## config.mk

```make
export PLATFORM = sky130hd
export DESIGN_NAME = pixel_write_sink
export DESIGN_NICKNAME = d
export VERILOG_FILES = /design/src/rtl/pixel_write_sink.sv
export SDC_FILE = /design/constraint.sdc
export NUM_CORES = 1
export LEC_CHECK = 0
export CAP_MARGIN = 20
export CORE_MARGIN = 1
export CORE_UTILIZATION = 56
export DETAILED_ROUTE_END_ITERATION = 10
export GPL_TIMING_DRIVEN = 1
export PLACE_DENSITY = 0.8
export SLEW_MARGIN = 5
export SYNTH_ARGS = -nofsm -noshare
export SYNTH_HDL_FRONTEND = slang
export SYNTH_SLANG_ARGS = --single-unit
```

## constraint.sdc

```tcl
create_clock -name clk -period 4.4 [get_ports clk]
set_input_delay 0.44 -clock clk [delete_from_list [all_inputs] [get_ports clk]]
set_output_delay 0.44 -clock clk [all_outputs]
set_load 0.005 [all_outputs]
```

## src/rtl/pixel_write_sink.sv

```systemverilog
// Pixel write sink: accepts (x, y, colour) plot requests, drops off-screen ones,
// queues the rest in a small FIFO and drains them to the framebuffer port as
// linear-address writes (addr = y*160 + x), in acceptance order.
//
// Ports:
//   clk, resetn          clock, synchronous active-low reset
//   in_x/in_y/in_c       pixel coordinates and colour
//   in_plot / in_ready   write request / FIFO not full (combinational)
//   fb_addr/fb_wdata     registered framebuffer address / write data
//   fb_we / fb_ready     write strobe / arbiter grant (write completes on we && ready)
//   fb_rdata             framebuffer read data, 1-cycle latency (FB_XOR_EN only)
//   busy                 FIFO non-empty or write outstanding (combinational)
//   drop_count           saturating count of rejected off-screen writes
//
// Build option: define FB_XOR_EN to make every pixel a read-modify-write that
// XORs the colour onto the existing framebuffer contents.
module pixel_write_sink #(
    parameter int unsigned FIFO_DEPTH = 4,
    parameter int unsigned SCREEN_W   = 160,
    parameter int unsigned SCREEN_H   = 120
) (
    input  logic        clk,
    input  logic        resetn,
    input  logic [7:0]  in_x,
    input  logic [6:0]  in_y,
    input  logic [2:0]  in_c,
    input  logic        in_plot,
    output logic        in_ready,
    output logic [14:0] fb_addr,
    output logic [2:0]  fb_wdata,
    output logic        fb_we,
    input  logic        fb_ready,
    input  logic [2:0]  fb_rdata,
    output logic        busy,
    output logic [7:0]  drop_count
);

    localparam int unsigned AW     = $clog2(FIFO_DEPTH);
    localparam int unsigned ADDR_W = 15;
    localparam int unsigned COL_W  = 3;
    localparam int unsigned CNT_W  = 8;

    typedef struct packed {
        logic [ADDR_W-1:0] addr;
        logic [COL_W-1:0]  c;
    } pix_t;

    typedef enum logic [1:0] {ST_IDLE, ST_READ, ST_WAIT, ST_WRITE} state_t;

    pix_t              mem_q [FIFO_DEPTH];
    logic [AW:0]       wr_ptr_q, wr_ptr_d;
    logic [AW:0]       rd_ptr_q, rd_ptr_d;
    logic [CNT_W-1:0]  drop_q, drop_d;
    state_t            state_q;
    logic [ADDR_W-1:0] fb_addr_q;
    logic [COL_W-1:0]  fb_wdata_q;
    logic              fb_we_q;

    logic empty_c, full_c, in_range_c, push_c, drop_c, pop_c;
    pix_t in_pix_c, head_c;

    // FIFO status: extra pointer bit distinguishes full from empty
    assign empty_c = (wr_ptr_q == rd_ptr_q);
    assign full_c  = (wr_ptr_q[AW] != rd_ptr_q[AW]) &&
                     (wr_ptr_q[AW-1:0] == rd_ptr_q[AW-1:0]);

    assign in_range_c = (32'(in_x) < SCREEN_W) && (32'(in_y) < SCREEN_H);
    assign push_c     = in_plot && in_ready && in_range_c;
    assign drop_c     = in_plot && in_ready && !in_range_c;

    // y*160 + x computed at push time so the drain side only moves data
    assign in_pix_c.addr = ADDR_W'({in_y, 7'b0}) + ADDR_W'({in_y, 5'b0}) + ADDR_W'(in_x);
    assign in_pix_c.c    = in_c;
    assign head_c        = mem_q[rd_ptr_q[AW-1:0]];

    // The head is consumed when idle, or when the current write completes
    assign pop_c = !empty_c && ((state_q == ST_IDLE) || ((state_q == ST_WRITE) && fb_ready));

    // Pointer and drop-counter next state
    always_comb begin
        wr_ptr_d = wr_ptr_q + (AW+1)'(push_c);
        rd_ptr_d = rd_ptr_q + (AW+1)'(pop_c);
        drop_d   = drop_q;
        if (drop_c && (drop_q != {CNT_W{1'b1}})) begin
            drop_d = drop_q + CNT_W'(1);
        end
    end

    always_ff @(posedge clk) begin
        if (!resetn) begin
            wr_ptr_q <= '0;
            rd_ptr_q <= '0;
            drop_q   <= '0;
        end else begin
            wr_ptr_q <= wr_ptr_d;
            rd_ptr_q <= rd_ptr_d;
            drop_q   <= drop_d;
        end
    end

    // FIFO storage needs no reset; validity is tracked by the pointers
    always_ff @(posedge clk) begin
        if (push_c) begin
            mem_q[wr_ptr_q[AW-1:0]] <= in_pix_c;
        end
    end

`ifdef FB_XOR_EN
    logic [COL_W-1:0] c_q;

    // Read-modify-write drain: READ presents the address, WAIT lets the
    // read data arrive, WRITE holds the XORed pixel until granted
    always_ff @(posedge clk) begin
        if (!resetn) begin
            state_q    <= ST_IDLE;
            fb_addr_q  <= '0;
            fb_wdata_q <= '0;
            fb_we_q    <= 1'b0;
            c_q        <= '0;
        end else begin
            case (state_q)
                ST_IDLE: begin
                    if (!empty_c) begin
                        fb_addr_q <= head_c.addr;
                        c_q       <= head_c.c;
                        state_q   <= ST_READ;
                    end
                end
                ST_READ: state_q <= ST_WAIT;
                ST_WAIT: begin
                    fb_wdata_q <= c_q ^ fb_rdata;
                    fb_we_q    <= 1'b1;
                    state_q    <= ST_WRITE;
                end
                ST_WRITE: begin
                    if (fb_ready) begin
                        fb_we_q <= 1'b0;
                        if (!empty_c) begin
                            fb_addr_q <= head_c.addr;
                            c_q       <= head_c.c;
                            state_q   <= ST_READ;
                        end else begin
                            state_q   <= ST_IDLE;
                        end
                    end
                end
                default: state_q <= ST_IDLE;
            endcase
        end
    end
`else
    logic unused_rdata;
    assign unused_rdata = ^fb_rdata;

    // Plain drain: one pixel per granted cycle, outputs held while not granted
    always_ff @(posedge clk) begin
        if (!resetn) begin
            state_q    <= ST_IDLE;
            fb_addr_q  <= '0;
            fb_wdata_q <= '0;
            fb_we_q    <= 1'b0;
        end else begin
            case (state_q)
                ST_IDLE: begin
                    if (!empty_c) begin
                        fb_addr_q  <= head_c.addr;
                        fb_wdata_q <= head_c.c;
                        fb_we_q    <= 1'b1;
                        state_q    <= ST_WRITE;
                    end
                end
                ST_WRITE: begin
                    if (fb_ready) begin
                        if (!empty_c) begin
                            fb_addr_q  <= head_c.addr;
                            fb_wdata_q <= head_c.c;
                        end else begin
                            fb_we_q    <= 1'b0;
                            state_q    <= ST_IDLE;
                        end
                    end
                end
                default: state_q <= ST_IDLE;
            endcase
        end
    end
`endif

    assign in_ready   = !full_c;
    assign busy       = !empty_c || fb_we_q;
    assign fb_addr    = fb_addr_q;
    assign fb_wdata   = fb_wdata_q;
    assign fb_we      = fb_we_q;
    assign drop_count = drop_q;

endmodule

```

==> impl_metrics.json <==
{
  "status": "finished clean",
  "arrival_ns": 2.98,
  "cts-resized-gates": 0,
  "worstMarginPinSlew_ns": 0.714,
  "place_congestion": 0.877,
  "grt_overflow": 0,
  "synth_compound_area_frac": 0.0949,
  "area_delta_synth_final_pct": 18.5,
  "sw_frac_of_total": 0.310,
  "p_seq_frac": 0.468,
  "synthAdderAreaFrac": 0.0631,
  "cts_tree": "built",
  "setup_viol": 0,
  "worst_slack_ns": 1.53,
  "crit_type": "input port to flop",
  "post_cts_buffers": 0,
  "synth_top_area_share": 0.470,
  "synth_common_cells": "edfxtp_1 (72), dfxtp_1 (34), nand2_1 (28)",
  "p_total_mw": 2.67,
  "synth_most_common_cell": "edfxtp_1",
  "initial_utilization": 0.586,
  "drtIter0Drc": 119,
  "core_um2": 7850,
  "viasPerCell": 5.87,
  "io_pins": 54,
  "end_kind": "flop",
  "required_ns": 4.51,
  "max_freq_mhz": 348,
  "h-tree-depth": 3,
  "avgSynthCellArea_um2": 14.4,
  "pre_cts_ws_ns": 1.14,
  "insertion_delay_ns": 0.37,
  "finalCritPeriodShare": 0.653,
  "period_minus_slack_ns": 2.87,
  "dr.pass1.iters": 4,
  "grt_pass1_wl_mm": 14.2,
  "num_rows": 32,
  "max_slew_margin": 0.524,
  "r2r_cells": 6,
  "synth_area_um2": 4600,
  "power_frac_comb": 0.321,
  "clk_pin_slew_ns": 0.10,
  "cts-buffers-inserted": 9,
  "synth_area_leaders": "edfxtp_1 (47%), dfxtp_1 (15%), mux4_2 (6.4%)",
  "routed_wl_mm": 8.72,
  "grtUsageTotal": 0.224,
  "wl_per_cell_um": 18.0,
  "synth_cells": 319,
  "worst_setup_path_start_kind": "input port",
  "pwr-share-clk": 0.211,
  "drv_slew": 0,
  "cap_violations": 0,
  "grt_max_degree": 29,
  "final_core_util": 0.695,
  "crit_fanout": 4,
  "dp_hpwl_mm": 5.77,
  "setup_tns_ns": 0,
  "drc_errors": 0,
  "ys_async_sr_fraction": 0,
  "synth_flop_cell": "edfxtp_1",
  "seq_area_frac_synth": 0.618,
  "cellPowerDensity_nw_per_um2": 490,
  "dieArea_um2": 8580,
  "switchingPower_mw": 0.828,
  "drive_gt1_frac": 0.115,
  "die_h_um": 92.7,
  "synth_xor_area_frac": 0.0226,
  "p_leak_nw": 1.90,
  "final_hold_viol_count": 0,
  "yosys.cell_types.count": 49,
  "skew_ns": 0.0105,
  "synth_top_cell_by_area": "edfxtp_1",
  "via_count": 2836,
  "cts_buffer_depth": 2,
  "ir_drop_mv": 0.179,
  "ys_warn_count": 0,
  "ys_seq_elements": 106,
  "holdBufCountCts": 0,
  "portBuffers": 50,
  "cts-root-buf": "clkbuf_8",
  "rsz0062_at_grt": "no",
  "syn_nets": 366,
  "postRouteAntennaNets": 0,
  "synth_edf_count": 72,
  "diodes": 0,
  "cell_internal_pwr_mw": 1.84,
  "synthMuxAreaShare": 0.101,
  "antenna_found_initial": 0,
  "min_path_cells": 2,
  "final_nets": 423,
  "die_x_um": 92.7,
  "holdCritPathClass": "flop to flop",
  "first_global_vias": 2819,
  "synthSimpleGateAreaFrac": 0.0769,
  "clkSinkCount": 106,
  "synth_top_family_by_area": "multiplexers"
}
[logic make-up (layout without fill, tap and decap cells)]
group	Yosys count	count (layout)
compound gates	66	66
xor+xnor	11	11
fa+ha+maj	22	22
buf+inv	23	85
flops	106	106
mux	22	22
simple gates	69	69
[layout make-up]
class                           count  area, um^2
Multi-Input combinational cell    190        1660
Timing Repair Buffer               60         596
Sequential cell                   106        2840
Clock inverter                      7        65.1
Fill cell                         556        2390
Inverter                            9        33.8
Clock buffer                        9         124
Tap cell                          102         128
[stage by stage]
step	hold WS, ns	cell area (um^2)	std cells
after global routing	0.519	5450	483
after global placement	0.472	5240	466
after detailed placement	0.477	5260	467
after CTS	0.494	5450	483
after floorplan	0.460	4600	319
final	0.490	5450	483
[critical path, stage by stage]
cell and delay (ns):
clkdlybuf4s50_1 0.48, inv_1 0.06, fa_1 0.54, inv_1 0.07
fa_1 0.47, a21o_1 0.20, a21oi_1 0.25, nor4bb_1 0.09
a311o_1 0.37
[placed cells by master (no fill, tap or decap), types with 3 or more instances in the layout]
cell,instances
mux4_1,5
nor2_1,4
nor4_1,3
xnor2_1,6
nand3_1,5
nand2_1,28
clkbuf_8,9
a21boi_0,18
dfxtp_1,34
clkdlybuf4s50_1,50
mux2i_1,4
a21boi_1,4
mux4_2,13
o21ai_0,23
ha_1,20
inv_1,9
nor2b_1,3
and2_1,6
nand2b_1,6
edfxtp_1,72
or3_1,3
buf_4,9
xor2_1,4
a21oi_1,4
[final timing paths]
kind                     from           end  slack (ns)
setup / recovery      in_x[7]  mem_q[0][15]        1.53
hold / removal     fb_addr[0]    fb_addr[0]        0.49
setup reg to reg  wr_ptr_q[1]  mem_q[3][13]        1.97
hold reg to reg    fb_addr[0]    fb_addr[0]        0.49
[per-layer routing]
layer	global-route usage	routed length, um
met1	0.288	3770
met2	0.379	4410
met3	0.0369	389
met4	0.0910	148
met5	0	0
[power by group through the flow]
stage	sequential (mW)	combinational (mW)	clock, mW
2_1_floorplan	1.27	0.526	0
3_3_place_gp	1.27	0.831	0
3_5_place_dp	1.27	0.866	0
4_1_cts	1.25	0.869	0.578
5_1_grt	1.26	0.948	0.618
6_report	1.25	0.859	0.563
[flip-flops by register name, summed over array words and instances (netlist names)]
register and cells:
fb_wdata 3, drop_count 8, state_q 1, mem_q 72
fb_addr 15, wr_ptr_q 3, fb_we 1, rd_ptr_q 3
No activity file was read; power rests on OpenSTA's default activity.
